**config.mk**
```make
export PLATFORM = sky130hd
export DESIGN_NAME = div_result_buf
export DESIGN_NICKNAME = d
export VERILOG_FILES = /design/src/rtl/div_pkg.sv /design/src/rtl/div_fifo.sv /design/src/rtl/div_result_buf.sv
export SDC_FILE = /design/constraint.sdc
export NUM_CORES = 1
export LEC_CHECK = 0
export CAP_MARGIN = 20
export CORE_AREA = 4 4 106 108
export DETAILED_ROUTE_END_ITERATION = 6
export DIE_AREA = 0 0 110 112
export GPL_ROUTABILITY_DRIVEN = 0
export PLACE_DENSITY = 0.76
export SETUP_SLACK_MARGIN = 0.2
export SYNTH_ARGS = -nofsm -noshare
export SYNTH_HDL_FRONTEND = slang
export SYNTH_SLANG_ARGS = --single-unit
```
**constraint.sdc**
```tcl
create_clock -name clk -period 4.2 [get_ports clk]
set_input_delay 0.84 -clock clk [delete_from_list [all_inputs] [get_ports clk]]
set_output_delay 0.84 -clock clk [all_outputs]
set_load 0.01 [all_outputs]
```
**src/rtl/div_pkg.sv**
```systemverilog
// div_pkg: default divider geometry, the buffered result entry layout and
// the occupancy-counter sizing helper shared by div_result_buf and div_fifo.
package div_pkg;

  localparam int DIV_N     = 5;
  localparam int DIV_M     = 3;
  localparam int DIV_LAT   = 5;
  localparam int DIV_DEPTH = 4;

  typedef struct packed {
    logic [DIV_N-1:0] dividend;
    logic [DIV_M-1:0] divisor;
    logic [DIV_N-1:0] merchant;
    logic [DIV_M-1:0] remainder;
    logic             dz;
    logic             chk_err;
  } div_entry_t;

  // Wide enough for every op that can be in the delay line plus the FIFO.
  function automatic int div_occupancy_w(input int lat, input int depth);
    return $clog2(lat + depth + 1);
  endfunction

endpackage

```
**src/rtl/div_fifo.sv**
```systemverilog
// div_fifo: first-word-fall-through FIFO of div_entry_t; pointers wrap modulo
// DEPTH so any depth >= 1 works. A write when full is only taken with a pop.
module div_fifo
  import div_pkg::*;
#(
  parameter int DEPTH = DIV_DEPTH,
  parameter int CW    = $clog2(DEPTH + 1)
) (
  input  logic          clk,
  input  logic          rst,
  input  logic          wr_en_i,
  input  div_entry_t    wr_data_i,
  input  logic          rd_en_i,
  output div_entry_t    rd_data_o,
  output logic          full_o,
  output logic          empty_o,
  output logic [CW-1:0] count_o
);

  localparam int PW = (DEPTH > 1) ? $clog2(DEPTH) : 1;

  div_entry_t    mem_q [DEPTH];
  logic [PW-1:0] wptr_q, wptr_d, rptr_q, rptr_d;
  logic [CW-1:0] count_q, count_d;
  logic          do_wr_s, do_rd_s;

  function automatic logic [PW-1:0] ptr_inc(input logic [PW-1:0] p);
    return (p == PW'(DEPTH - 1)) ? {PW{1'b0}} : p + PW'(1);
  endfunction

  assign full_o    = (count_q == CW'(DEPTH));
  assign empty_o   = (count_q == {CW{1'b0}});
  assign count_o   = count_q;
  assign rd_data_o = mem_q[rptr_q];

  always_comb begin
    do_wr_s = wr_en_i && (!full_o || rd_en_i);
    do_rd_s = rd_en_i && !empty_o;
    wptr_d  = do_wr_s ? ptr_inc(wptr_q) : wptr_q;
    rptr_d  = do_rd_s ? ptr_inc(rptr_q) : rptr_q;
    case ({do_wr_s, do_rd_s})
      2'b10:   count_d = count_q + CW'(1);
      2'b01:   count_d = count_q - CW'(1);
      default: count_d = count_q;
    endcase
  end

  always_ff @(posedge clk or posedge rst) begin
    if (rst) begin
      wptr_q  <= {PW{1'b0}};
      rptr_q  <= {PW{1'b0}};
      count_q <= {CW{1'b0}};
      for (int i = 0; i < DEPTH; i++) begin
        mem_q[i] <= {$bits(div_entry_t){1'b0}};
      end
    end else begin
      wptr_q  <= wptr_d;
      rptr_q  <= rptr_d;
      count_q <= count_d;
      if (do_wr_s) begin
        mem_q[wptr_q] <= wr_data_i;
      end
    end
  end

endmodule

```
**src/rtl/div_result_buf.sv**
```systemverilog
// div_result_buf: realigns operands with divider results, buffers them and grants issue credit.
// Defining DIV_RESULT_CHECK_EN adds a merchant*divisor+remainder self-check per entry.
module div_result_buf
  import div_pkg::*;
#(
  parameter int N     = DIV_N,     // must match div_entry_t field widths
  parameter int M     = DIV_M,
  parameter int LAT   = DIV_LAT,
  parameter int DEPTH = DIV_DEPTH
) (
  input  logic         clk,
  input  logic         rst,
  input  logic         in_valid,
  input  logic [N-1:0] in_dividend,
  input  logic [M-1:0] in_divisor,
  output logic         issue_ok,
  input  logic         div_res_rdy,
  input  logic [N-1:0] div_merchant,
  input  logic [M-1:0] div_remainder,
  output logic         out_valid,
  input  logic         out_ready,
  output logic [N-1:0] out_dividend,
  output logic [M-1:0] out_divisor,
  output logic [N-1:0] out_merchant,
  output logic [M-1:0] out_remainder,
  output logic         out_dz,
  output logic         out_chk_err,
  output logic         err_ovf,
  output logic         err_align
);

  localparam int OW = div_occupancy_w(LAT, DEPTH);
  localparam int CW = $clog2(DEPTH + 1);

  logic [LAT-1:0] dl_v_q;
  logic [N-1:0]   dl_a_q [LAT];
  logic [M-1:0]   dl_b_q [LAT];
  logic [OW-1:0]  inflight_q, inflight_d;
  logic           err_ovf_q, err_ovf_d, err_align_q, err_align_d;
  logic           head_v_s, pop_s, full_s, empty_s, chk_err_s;
  logic [N-1:0]   head_a_s, res_q_s;
  logic [M-1:0]   head_b_s, res_r_s;
  logic [CW-1:0]  count_s;
  div_entry_t     wr_entry_s, rd_entry_s;

  // Operand delay line: an op issued in cycle t reaches the head in t+LAT.
  always_ff @(posedge clk or posedge rst) begin
    if (rst) begin
      dl_v_q <= {LAT{1'b0}};
      for (int i = 0; i < LAT; i++) begin
        dl_a_q[i] <= {N{1'b0}};
        dl_b_q[i] <= {M{1'b0}};
      end
    end else begin
      dl_v_q[0] <= in_valid;
      dl_a_q[0] <= in_dividend;
      dl_b_q[0] <= in_divisor;
      for (int i = 1; i < LAT; i++) begin
        dl_v_q[i] <= dl_v_q[i-1];
        dl_a_q[i] <= dl_a_q[i-1];
        dl_b_q[i] <= dl_b_q[i-1];
      end
    end
  end

  assign head_v_s  = dl_v_q[LAT-1];
  assign head_a_s  = dl_a_q[LAT-1];
  assign head_b_s  = dl_b_q[LAT-1];
  assign res_q_s   = div_res_rdy ? div_merchant : {N{1'b0}};
  assign res_r_s   = div_res_rdy ? div_remainder : {M{1'b0}};
  assign out_valid = !empty_s;
  assign pop_s     = out_valid && out_ready;
  assign issue_ok  = (inflight_q + OW'(count_s)) < OW'(DEPTH);

`ifdef DIV_RESULT_CHECK_EN
  logic [N+M-1:0] recon_s;
  always_comb begin
    recon_s   = (N+M)'(res_q_s) * (N+M)'(head_b_s) + (N+M)'(res_r_s);
    chk_err_s = (recon_s != (N+M)'(head_a_s)) && (head_b_s != {M{1'b0}});
  end
  assign out_chk_err = rd_entry_s.chk_err;
`else
  logic unused_chk_s;
  assign chk_err_s    = 1'b0;
  assign unused_chk_s = rd_entry_s.chk_err;
  assign out_chk_err  = 1'b0;
`endif

  assign wr_entry_s = {head_a_s, head_b_s, res_q_s, res_r_s,
                       (head_b_s == {M{1'b0}}), chk_err_s};

  always_comb begin
    inflight_d  = inflight_q;
    err_ovf_d   = err_ovf_q;
    err_align_d = err_align_q;
    if (in_valid && !head_v_s) begin
      inflight_d = inflight_q + OW'(1);
    end else if (!in_valid && head_v_s) begin
      inflight_d = inflight_q - OW'(1);
    end else begin
      inflight_d = inflight_q;
    end
    if ((head_v_s && full_s && !pop_s) || (in_valid && !issue_ok)) begin
      err_ovf_d = 1'b1;
    end else begin
      err_ovf_d = err_ovf_q;
    end
    if (head_v_s ^ div_res_rdy) begin
      err_align_d = 1'b1;
    end else begin
      err_align_d = err_align_q;
    end
  end

  // Credit counter and sticky error flags.
  always_ff @(posedge clk or posedge rst) begin
    if (rst) begin
      inflight_q  <= {OW{1'b0}};
      err_ovf_q   <= 1'b0;
      err_align_q <= 1'b0;
    end else begin
      inflight_q  <= inflight_d;
      err_ovf_q   <= err_ovf_d;
      err_align_q <= err_align_d;
    end
  end

  assign err_ovf   = err_ovf_q;
  assign err_align = err_align_q;

  div_fifo #(.DEPTH(DEPTH), .CW(CW)) u_fifo (
    .clk       (clk),
    .rst       (rst),
    .wr_en_i   (head_v_s),
    .wr_data_i (wr_entry_s),
    .rd_en_i   (pop_s),
    .rd_data_o (rd_entry_s),
    .full_o    (full_s),
    .empty_o   (empty_s),
    .count_o   (count_s)
  );

  assign out_dividend  = rd_entry_s.dividend;
  assign out_divisor   = rd_entry_s.divisor;
  assign out_merchant  = rd_entry_s.merchant;
  assign out_remainder = rd_entry_s.remainder;
  assign out_dz        = rd_entry_s.dz;

endmodule

```
Yosys cells after proc, flatten, opt, wreduce, memory -nomap -nowiden. Cells that the tools add are included. Widths: inputs -> output; s select.

Memories kept: 0. Latch bits: 0. Logic and storage cells: 94. Flip-flop bits (word level): 130. Bits in read-only memories: 0. Output and inout port bits: 22. Input bits: 21. Memory bits (writable): 0.

Eq/ne operators: 5. $mul: 0. Bitwise operators: 3. Divide/modulo/power cells: 0. Add/subtract/negate cells: 7. Reductions and logical operators: 21. Magnitude comparators: 4. Shift-type cells: 0. Mux-type cells: 13.

Operator list (count): $bwmux 72 (1); $mux 18 (3); $bmux 18 s2 (1); $demux 18 s2 (1); $logic_and 1x1->1 (9); $mux 4 (2); $eq 2x2->1 const B (3); $ge 3x3->1 const B (2); $logic_not 1->1 (6); $logic_not 3->1 (2); $not 2->3 (2); $pmux 3 s2 (1); $mux 5 (1); $add 2x1->2 const B (2); $add 4x1->4 const B (1); $add 4x3->4 (1); $lt 4x3->1 const B (1); $mux 2 (2); $reduce_bool 2->1 (2); $sub 4x1->4 const B (1); $add 3x1->3 const B (1); $eq 3x3->1 const B (1); $lt 3x1->1 const B (1); $mux 3 (1); other kinds (4) (5).

Logic depth before layout (Yosys ltp). Gate-level depths: netlist (run 1).

Word-level depth: 7. Mapped depth: 9. Mapped depth without buffers: 9.

Hierarchy. From an unflattened synthesis (run 1), not the netlist that was laid out.

Cells, all modules: 319. Area total of the unflattened synthesis: 5218.8 um^2.

By module, submodules not included: div_fifo (sequential area each 1976.9 um^2, area each 3557.2 um^2, cells an instance 215, times used 1); div_result_buf (sequential area each 1276.2 um^2, area each 1661.6 um^2, cells an instance 104, times used 1).

Least setup slack after synthesis (run 1). No wires, ideal clock.

Kind: input-to-reg. Start: in out_ready. End: reg u_fifo.count_q[2] (netlist: u_fifo.count_o[2]). Arrival: 2.560 ns. Cell stages on the path: 9. Setup time: 0.079 ns. Setup slack: 1.561 ns. Buffers on the path: 1. Required time: 4.121 ns. Cell sequence: or4b_1 buf_6 nand2_1 ha_1 inv_1 fa_1 xor2_1 nor2_1 xor2_1.

Longest elaborated chain between the ends: 5. Elaborated cells on any way between the ends: 8. Classes of those cells: eq/ne: 2; mux: 1; reduce/logical: 5.

Ends and longest elaborated chain: start: declaration (line div_result_buf.sv:21) `input logic out_ready,`; $logic_and 1x1->1 (*) (line div_result_buf.sv:72) `assign pop_s = out_valid && out_ready;`; $logic_or 1x1->1 (line div_fifo.sv:37) `do_wr_s = wr_en_i && (!full_o || rd_en_i);`; $logic_and 1x1->1 (line div_fifo.sv:37); $eq 2x1->1 / $eq 2x2->1 (equally long branches) (line div_fifo.sv:41) `case ({do_wr_s, do_rd_s})`; $pmux 3 s2 / $reduce_bool 2->1 (equally long branches); end signal: assignment (line div_fifo.sv:52) `count_q <= {CW{1'b0}};`; end signal: assignment (line div_fifo.sv:59) `count_q <= count_d;`; end: declaration (line div_fifo.sv:24) `logic [CW-1:0] count_q, count_d;`.

Every way passes the cells marked *; elsewhere a longest branch is shown, timed or not. A chain may end at the register's enable or synchronous reset.

Worst setup path in the final report (run 1).
Start: reg u_fifo.rptr_q[1]. End: out out_divisor[0].

Longest elaborated chain between the ends: 4.

Ends and longest elaborated chain: start: declaration (line div_fifo.sv:23) `logic [PW-1:0] wptr_q, wptr_d, rptr_q, rptr_d;`; start signal: assignment (line div_fifo.sv:51) `rptr_q <= {PW{1'b0}};`; start signal: assignment (line div_fifo.sv:58) `rptr_q <= rptr_d;`; $not 2->3 (implied by the code) (line div_fifo.sv:34) `assign rd_data_o = mem_q[rptr_q];`; $bmux 18 s2 (line div_fifo.sv:34); $mux 18 (implied by the code) (2 in a row) (line div_fifo.sv:34); end: declaration (line div_result_buf.sv:23) `output logic [M-1:0] out_divisor,`.

Every way passes these cells. The select of a mux whose other input is x is not followed.

==> impl_metrics.env, run 1 <==
export IMPL_grt_pass1_vias=2863
export IMPL_hold_start="dl_a_q[21]"
export IMPL_wl_per_cell_um=17.0
export IMPL_p_leak_nw=2.88
export IMPL_layout_nets=390
export IMPL_critPathLaunch="u_fifo.rptr_q[1]"
export IMPL_tightest_slew_ns=0.905
export IMPL_yosysMostFrequentCell="dfrtp_1"
export IMPL_end_kind="primary output"
export IMPL_post_cts_buffers=0
export IMPL_core_area_um2=10200
export IMPL_cts_hold_buf=0
export IMPL_firstDrtPassIters=4
export IMPL_detailed_place_area_um2=5740
export IMPL_wirelength_um=8570
export IMPL_dp_hpwl_um=5300
export IMPL_post_cts_resized=0
export IMPL_clk_latency_ns=0.51
export IMPL_whs_path_depth=0
export IMPL_setup_violations=0
export IMPL_initial_core_util_pct=51.1
export IMPL_synth_top_cells_by_area="dfrtp_1, mux2_4, mux4_2"
export IMPL_synthDistinctLibCells=36
export IMPL_fin_crit_ns=3.24
export IMPL_synth_edf_count=0
export IMPL_drc=0
export IMPL_yosys_warnings=0
export IMPL_clkSinkCount=126
export IMPL_ys_flop_type="dfrtp_1"
export IMPL_diodes=0
export IMPL_start_kind="flip-flop"
export IMPL_syn_to_final_growth_pct=21.1
export IMPL_worstSetupPathType="reg -> out"
export IMPL_finalHoldViolations=0
export IMPL_die_y_um=112
export IMPL_portBuffers=41
export IMPL_hold_class="reg -> reg"
export IMPL_synth_avg_cell_area_um2=17.3
export IMPL_max_freq_ghz=0.309
export IMPL_ant_nets=0
export IMPL_die_area_um2=12300
export IMPL_tritoncts="done"
export IMPL_tns_ns=0
export IMPL_dr_total_vias=2637
export IMPL_pin_count=43
export IMPL_ys_seq_area_share_pct=60.3
export IMPL_finClkSkew_ns=0.00760
export IMPL_slowest_stage="dfrtp_1"
export IMPL_clk_pin_slew_worst_paths_ns=0.06
export IMPL_grt_pass1_wl_um=14500
export IMPL_grt_max_degree=45
export IMPL_yosysTopAreaCellShare_pct=60.3
export IMPL_numCtsBuffers=17
export IMPL_ir_drop_mv=0.327
export IMPL_rsz0062_at_grt="false"
export IMPL_r2r_start="u_fifo.count_o[0]"
export IMPL_whs_ns=0.342
export IMPL_post_route_period_util_pct=77.0
export IMPL_fin_area_um2=6330
export IMPL_crit_chain="mux4_2 > clkdlybuf4s50_1"
export IMPL_die_w_um=110
export IMPL_track_usage_pct=15.7
export IMPL_htree_levels=4
export IMPL_synth_top_area_cell="dfrtp_1"
export IMPL_ys_top_cells_by_count="dfrtp_1, mux2_4, mux2_2, mux4_2, ha_1"
export IMPL_drt_iter0_drc=130
export IMPL_cts_root_buffer="clkbuf_8"
export IMPL_clk_path_buf_depth=2
export IMPL_critPathArrivalTime_ns=2.40
export IMPL_final_cell_count_no_fill=505
export IMPL_via_per_inst=5.22
export IMPL_num_rows=37
export IMPL_post_place_cells=472
export IMPL_max_stage_delay_ns=0.94
export IMPL_syn_cell_area_um2=5230
export IMPL_required_ns=3.36
export IMPL_p_per_area_nw_per_um2=793
export IMPL_antenna_found_initial=0
export IMPL_synth_cells=302
export IMPL_fin_util_pct=61.9
export IMPL_async_reset_ff_share_pct=100
export IMPL_ys_ff_latch=126
export IMPL_overflow=0
export IMPL_maxSlewHeadroom_pct=39.6
export IMPL_drv_cap=0
export IMPL_drive_gt1_share_pct=35.8
export IMPL_r2r_cells=8
export IMPL_cp_max_fo=19
export IMPL_status="finished, final reports clean"
export IMPL_slew_violations=0
export IMPL_synth_fp_nets=336
[placed cells by master, fill, tap and decap left out, types with 4 or more instances in the layout]
cell	instances
nand3_4	4
nand3_1	4
clkdlybuf4s50_1	41
buf_4	4
dfrtp_1	126
clkbuf_16	16
xnor2_1	4
mux2_2	33
inv_1	8
mux4_2	17
nand2_1	4
and2_1	8
clkinvlp_4	4
mux2_4	40
ha_1	11
[per-stage QoR]
step	worst slack [ns]	power, mW
detailed placement	0.903	3.66
global route	0.891	5.30
floorplan	1.56	3.10
global placement	0.963	3.59
finish	0.965	5.02
CTS	0.940	5.08
[metal layers]
metal  global-route usage (%)  vias to the layer above  part of all wire, %
li1                         -                     1192                    -
met1                     21.0                     1389                   46
met2                     23.7                       44                   49
met3                     4.17                       12                  3.7
met4                     7.23                        0                  1.6
met5                        0                        -                    0
[registers in the layout, summed over array words and instances, names as in the netlist]
register / count
u_fifo.mem_q: 68
dl_a_q: 20
dl_b_q: 12
dl_v_q: 5
head_a_s: 5
inflight_q: 4
head_b_s: 3
u_fifo.count_o: 3
u_fifo.rptr_q: 2
u_fifo.wptr_q: 2
err_align: 1
err_ovf: 1
[layout make-up]
cell class / count / area [um2]
clock buffer: 20 / 435
clock inverter: 12 / 136
fill: 730 / 3900
inverter: 9 / 37.5
multi-input combinational: 155 / 1920
sequential: 126 / 3150
tap: 136 / 170
timing repair buffer: 47 / 480
[cell families (layout without fill, tap and decap cells)]
logic type,Yosys count,count (layout),share of synthesized area [%]
flip-flops,126,126,60.3
multiplexers,92,92,26.3
AND/OR/NAND/NOR,35,35,4.79
buffers and inverters,21,88,3.04
adder cells (fa/ha/maj),13,13,3.40
AO/OA/AOI/OAI,8,8,1.10
XOR/XNOR,6,6,1.01
other,1,1,0.0717
[path summary, 6_finish.rpt]
path | slack, ns | endpoint
hold / removal | 0.34 | dl_a_q[16]
min in group asynchronous | 0.64 | u_fifo.count_o[0]
setup / recovery | 0.96 | out_divisor[0]
hold reg to reg | 0.34 | dl_a_q[16]
max in group asynchronous | 2.81 | u_fifo.mem_q[69]
setup reg to reg | 1.64 | u_fifo.count_o[2]
[worst max-delay path, delay by kind of cell, from the launching register on]
kind,cells,cell delay (ns)
flip-flops,1,0.94
buffers and inverters,1,0.50
multiplexers,1,0.45
[power by group]
part / internal, mW / switching, mW
Sequential: 1.60 / 0.277
Combinational: 1.12 / 0.624
Clock: 0.864 / 0.532
Total: 3.59 / 1.43
(Power assumes the default switching activity.)
==> run 2: changes to the inputs <==
==> constraint.sdc (replaced) <==
create_clock -name clk -period 2.6 [get_ports clk]
set_input_delay 0.52 -clock clk [delete_from_list [all_inputs] [get_ports clk]]
set_output_delay 0.52 -clock clk [all_outputs]
set_load 0.01 [all_outputs]
==> run 2 against run 1 <==
Net effect:
- clock skew up 0.00099 ns
- final cell count increased by 2.6%
- setup slack got worse by 0.79 ns
- global-route usage up 0.48 points
- count of clock-buffer cells in the layout fell by 1
- sequential share of layout area fell by 0.95 points
- combinational power is 71% higher
- core utilization up 1.2 points
- hold slack lost 0.0032 ns
- flip-flop and latch count stayed put
- final area is 2.0% higher
- largest cell class unchanged
==> impl_metrics.env, run 2 (same netlist as run 1, synthesis figures left out) <==
export IMPL_status="finished, final reports clean"
export IMPL_start_kind="flip-flop"
export IMPL_critPathLaunch="u_fifo.rptr_q[0]"
export IMPL_finClkSkew_ns=0.00859
export IMPL_multi_input_area_um2=1950
export IMPL_drive_gt1_share_pct=44.2
export IMPL_tightest_slew_ns=0.553
export IMPL_hold_start="dl_b_q[5]"
export IMPL_grt_pass1_vias=2910
export IMPL_layout_nets=403
export IMPL_top_regs="u_fifo.mem_q x68, dl_a_q x20, dl_b_q x12"
export IMPL_ir_drop_mv=0.556
export IMPL_clk_pin_slew_worst_paths_ns=0.06
export IMPL_largest_reg_flops=68
export IMPL_pin_count=43
export IMPL_htree_levels=4
export IMPL_numCtsBuffers=17
export IMPL_p_per_area_nw_per_um2=1280
export IMPL_dp_hpwl_um=5430
export IMPL_use_met3_pct=5.57
export IMPL_grt_pass1_wl_um=14900
export IMPL_track_usage_pct=16.1
export IMPL_grt_use_met2_pct=25.0
export IMPL_diodes=0
export IMPL_setup_violations=0
export IMPL_critPathArrivalTime_ns=1.90
export IMPL_reg2reg_slack_ns=0.40
export IMPL_drc=0
export IMPL_die_y_um=112
export IMPL_hold_class="reg -> reg"
export IMPL_r2r_start="u_fifo.count_o[0]"
export IMPL_regMostFlops="u_fifo.mem_q"
export IMPL_finalHoldViolations=0
export IMPL_mostFrequentLayoutCell="dfrtp_1"
export IMPL_grtUsageMet1_pct=21.2
export IMPL_num_rows=37
export IMPL_portBuffers=41
export IMPL_design_power_total_mw=8.23
export IMPL_p_leak_nw=2.99
export IMPL_overflow=0
export IMPL_wl_per_cell_um=17.3
export IMPL_via_per_inst=5.16
export IMPL_tns_ns=0
export IMPL_die_w_um=110
export IMPL_antenna_found_initial=0
export IMPL_seq_area_um2=3150
export IMPL_fillers=731
export IMPL_firstDrtPassIters=4
export IMPL_cp_max_fo=6
export IMPL_dr_total_vias=2672
export IMPL_syn_to_final_growth_pct=23.5
export IMPL_end_kind="primary output"
export IMPL_cts_root_buffer="clkbuf_8"
export IMPL_wirelength_um=8950
export IMPL_post_place_cells=478
export IMPL_cts_hold_buf=0
export IMPL_crit_end="out_divisor[1]"
export IMPL_slew_violations=0
export IMPL_clk_latency_ns=0.51
export IMPL_r2r_end="u_fifo.count_o[2]"
export IMPL_r2r_cells=8
export IMPL_final_cell_mix="dfrtp_1, mux2_4, mux2_2"
export IMPL_fin_crit_ns=2.42
export IMPL_initial_core_util_pct=51.1
export IMPL_clkSinkCount=126
export IMPL_worstSetupPathType="reg -> out"
export IMPL_post_route_period_util_pct=93.2
export IMPL_grt_max_degree=63
export IMPL_tritoncts="done"
export IMPL_ant_nets=0
export IMPL_clk_path_buf_depth=2
export IMPL_drv_cap=0
export IMPL_busiest_layer="met2"
export IMPL_required_ns=2.08
export IMPL_final_cell_count_no_fill=518
export IMPL_maxSlewHeadroom_pct=63.0
export IMPL_max_freq_ghz=0.413
export IMPL_drt_iter0_drc=128
export IMPL_rsz0062_at_grt="true"
export IMPL_core_area_um2=10200
export IMPL_die_area_um2=12300
[run 2: changes by cell type in the layout (fill, tap and decap cells not counted), moves of 2 or more]
cell / change
buf_2: +6
buf_12: +3
inv_6: -2
clkbuf_1: -2
clkdlybuf4s50_1: -19
buf_4: +8
clkbuf_2: +10
[run 2: what timing repair did]
| action | CTS | global route |
|---|---|---|
| gates resized for setup | 41 | 32 |
| buffers inserted | 3 | 4 |
| cloned | 0 | 1 |
| pin swaps | 0 | 1 |
| endpoints found under the setup margin | 19 | 18 |
[run 2: per-layer routing]
layer / routed length (um) / vias up
met1: 4050 / 1387
li1: - / 1219
met5: 0 / -
met3: 368 / 10
met4: 107 / 0
met2: 4420 / 56
[run 2: critical path, stage by stage, from the launching register on]
cell and delay, ns:
dfrtp_1 0.36, buf_4 0.15, clkbuf_16 0.15, mux4_2 0.51, clkdlybuf4s15_2 0.24
[run 2: worst min path at each step]
stage,to,slack [ns],depth (start not counted)
floorplan,dl_a_q[10],0.33,0
global placement,dl_a_q[11],0.33,0
detailed placement,dl_a_q[15],0.33,0
CTS,head_b_s[2],0.35,0
global route,head_a_s[2],0.36,0
finish,head_b_s[2],0.34,0
[run 2: area by class of cell]
type                       instances  area share (%)
tap                              136            2.64
clock buffer                      19            6.84
multi-input combinational        155            30.2
clock inverter                    13            2.17
timing repair buffer              60            8.70
sequential                       126            48.9
inverter                           9           0.582
[run 2: power breakdown]
group	switching [mW]	internal [mW]	leakage, nW
logic	1.16	1.81	1.19
clock network	0.861	1.41	0.276
registers	0.390	2.59	1.52
total	2.41	5.82	2.99
[run 2: per-stage QoR]
stage	setup WS [ns]	hold slack (ns)	cell area, um2	utilization (%)
floorplan	0.281	0.331	5230	-
global placement	0.0387	0.331	5810	56.8
detailed placement	-0.0378	0.335	5810	56.8
CTS	0.0768	0.345	6420	62.8
global route	0.0929	0.356	6450	63.1
finish	0.177	0.339	6450	63.1
==> run 3: changes to the inputs <==
--- a/config.mk
+++ b/config.mk
@@ -6,9 +6,10 @@
 export NUM_CORES = 1
 export LEC_CHECK = 0
 export CAP_MARGIN = 20
-export CORE_AREA = 4 4 106 108
+export CORE_AREA = 4 4 101 103
 export DETAILED_ROUTE_END_ITERATION = 6
-export DIE_AREA = 0 0 110 112
+export DIE_AREA = 0 0 105 107
+export DONT_BUFFER_PORTS = 1
 export GPL_ROUTABILITY_DRIVEN = 0
 export PLACE_DENSITY = 0.76
 export SETUP_SLACK_MARGIN = 0.2
==> run 3 against run 2 <==
Net effect:
- via count shrank 5.5%
- die area shrank 8.8%
- sequential share of layout area grew 3.9 points
- sequential power is essentially flat
==> impl_metrics.env, run 3 (same netlist as run 1, synthesis figures left out) <==
export IMPL_grt_pass1_vias=2743
export IMPL_max_stage_delay_ns=0.58
export IMPL_overflow=0
export IMPL_wirelength_um=8790
export IMPL_ir_drop_mv=0.496
export IMPL_pin_count=43
export IMPL_slew_violations=0
export IMPL_cp_top_family="simple AND/OR/NAND/NOR gates"
export IMPL_hold_class="in -> reg"
export IMPL_drt_iter0_drc=100
export IMPL_slowest_stage="or4b_1"
export IMPL_r2r_cells=8
export IMPL_grt_pass1_wl_um=14600
export IMPL_dr_total_vias=2525
export IMPL_max_freq_ghz=0.436
export IMPL_clk_path_buf_depth=2
export IMPL_die_area_um2=11200
export IMPL_antenna_found_initial=0
export IMPL_dp_hpwl_um=5310
export IMPL_ant_nets=0
export IMPL_tightest_slew_ns=0.624
export IMPL_end_kind="flip-flop"
export IMPL_path_common_cell="xor2_1"
export IMPL_hold_start="in_dividend[1]"
export IMPL_crit_chain="or4b_1 > nand2_1 > ha_1 > inv_1 > fa_1 > xor2_1 > nor2_1 > xor2_1"
export IMPL_drive_gt1_share_pct=41.3
export IMPL_final_cell_mix="dfrtp_1, mux2_4, mux2_2"
export IMPL_clkSinkCount=126
export IMPL_r2r_end="u_fifo.count_o[2]"
export IMPL_drc=0
export IMPL_die_y_um=107
export IMPL_diodes=0
export IMPL_core_area_um2=9200
export IMPL_cts_root_buffer="clkbuf_8"
export IMPL_track_usage_pct=17.3
export IMPL_drv_cap=0
export IMPL_syn_to_final_growth_pct=14.4
export IMPL_top_regs="u_fifo.mem_q x68, dl_a_q x20, dl_b_q x12"
export IMPL_num_rows=35
export IMPL_p_leak_nw=2.77
export IMPL_finalHoldViolations=0
export IMPL_regMostFlops="u_fifo.mem_q"
export IMPL_whs_path_depth=0
export IMPL_fillers=638
export IMPL_tritoncts="done"
export IMPL_portBuffers=0
export IMPL_fin_util_pct=65.0
export IMPL_required_ns=3.04
export IMPL_numCtsBuffers=17
export IMPL_worstSetupPathType="reg -> reg"
export IMPL_start_kind="flip-flop"
export IMPL_tns_ns=0
export IMPL_critPathArrivalTime_ns=2.74
export IMPL_die_w_um=105
export IMPL_rsz0062_at_grt="true"
export IMPL_p_per_area_nw_per_um2=1310
export IMPL_initial_core_util_pct=56.9
export IMPL_finClkSkew_ns=0.00815
export IMPL_path_buf_inv=1
export IMPL_mostFrequentLayoutCell="dfrtp_1"
export IMPL_grt_max_degree=79
export IMPL_clk_latency_ns=0.51
export IMPL_min_to="dl_a_q[21]"
export IMPL_wl_per_cell_um=19.8
export IMPL_r2r_start="u_fifo.count_o[0]"
export IMPL_layout_nets=355
export IMPL_firstDrtPassIters=4
export IMPL_clk_pin_slew_worst_paths_ns=0.06
export IMPL_fin_crit_ns=2.30
export IMPL_post_route_period_util_pct=88.3
export IMPL_largest_reg_flops=68
export IMPL_setup_violations=0
export IMPL_status="finished, final reports clean"
export IMPL_via_per_inst=5.67
export IMPL_cp_max_fo=5
export IMPL_htree_levels=4
export IMPL_maxSlewHeadroom_pct=58.3
export IMPL_reg2reg_slack_ns=0.30
[run 3: routing by layer]
metal  share of wire [%]  global-route usage (%)  up-vias
li1                    -                       -     1123
met1                  45                    22.4     1346
met2                  50                    27.1       46
met3                 3.7                    5.48       10
met4                 1.5                    7.31        0
met5                   0                       0        -
[run 3: stage by stage]
step	hold WS (ns)	instance area (um2)	power [mW]	instances	setup slack [ns]
floorplan	0.331	5230	5.00	302	0.281
global route	0.0000731	5980	8.22	445	0.199
CTS	0.00420	5920	7.83	441	0.217
detailed placement	0.335	5310	5.44	408	0.279
global placement	0.332	5310	5.32	408	0.362
finish	0.0336	5980	7.81	445	0.304
[run 3: worst max path at each step]
| stage | startpoint | endpoint | slack (ns) | depth (start not counted) |
|---|---|---|---|---|
| global route | u_fifo.count_o[0] | u_fifo.count_o[2] | 0.20 | 8 |
| floorplan | out_ready | u_fifo.count_o[2] | 0.28 | 9 |
| CTS | inflight_q[1] | issue_ok | 0.22 | 4 |
| finish | u_fifo.count_o[0] | u_fifo.count_o[2] | 0.30 | 8 |
| detailed placement | out_ready | u_fifo.count_o[2] | 0.28 | 8 |
| global placement | out_ready | u_fifo.count_o[2] | 0.36 | 8 |
[run 3: layout make-up]
| class | instances | area, um2 | share of cell area (%) |
|---|---|---|---|
| sequential | 126 | 3150 | 52.7 |
| multi-input combinational | 155 | 1950 | 32.6 |
| clock buffer | 21 | 449 | 7.51 |
| clock inverter | 11 | 140 | 2.34 |
| tap | 111 | 139 | 2.32 |
| timing repair buffer | 12 | 113 | 1.88 |
| inverter | 9 | 37.5 | 0.627 |
[run 3: report_power, final]
part | switching [mW] | internal (mW)
Sequential | 0.403 | 2.59
Combinational | 1.07 | 1.43
Clock | 0.810 | 1.50
[run 3: worst reg2reg max path, stage by stage, from the launching register on]
cell,delay (ns)
dfrtp_1,0.45
or4b_1,0.58
nand2_1,0.15
ha_1,0.21
inv_1,0.07
fa_1,0.37
xor2_1,0.15
nor2_1,0.11
xor2_1,0.14
[run 3: timing repair]
action                     CTS  global route
resized for setup            1             4
setup buffers                0             1
hold buffers                 1             3
hold endpoints to repair    26             3
setup endpoints to repair    1             1
pin swaps                    0             1
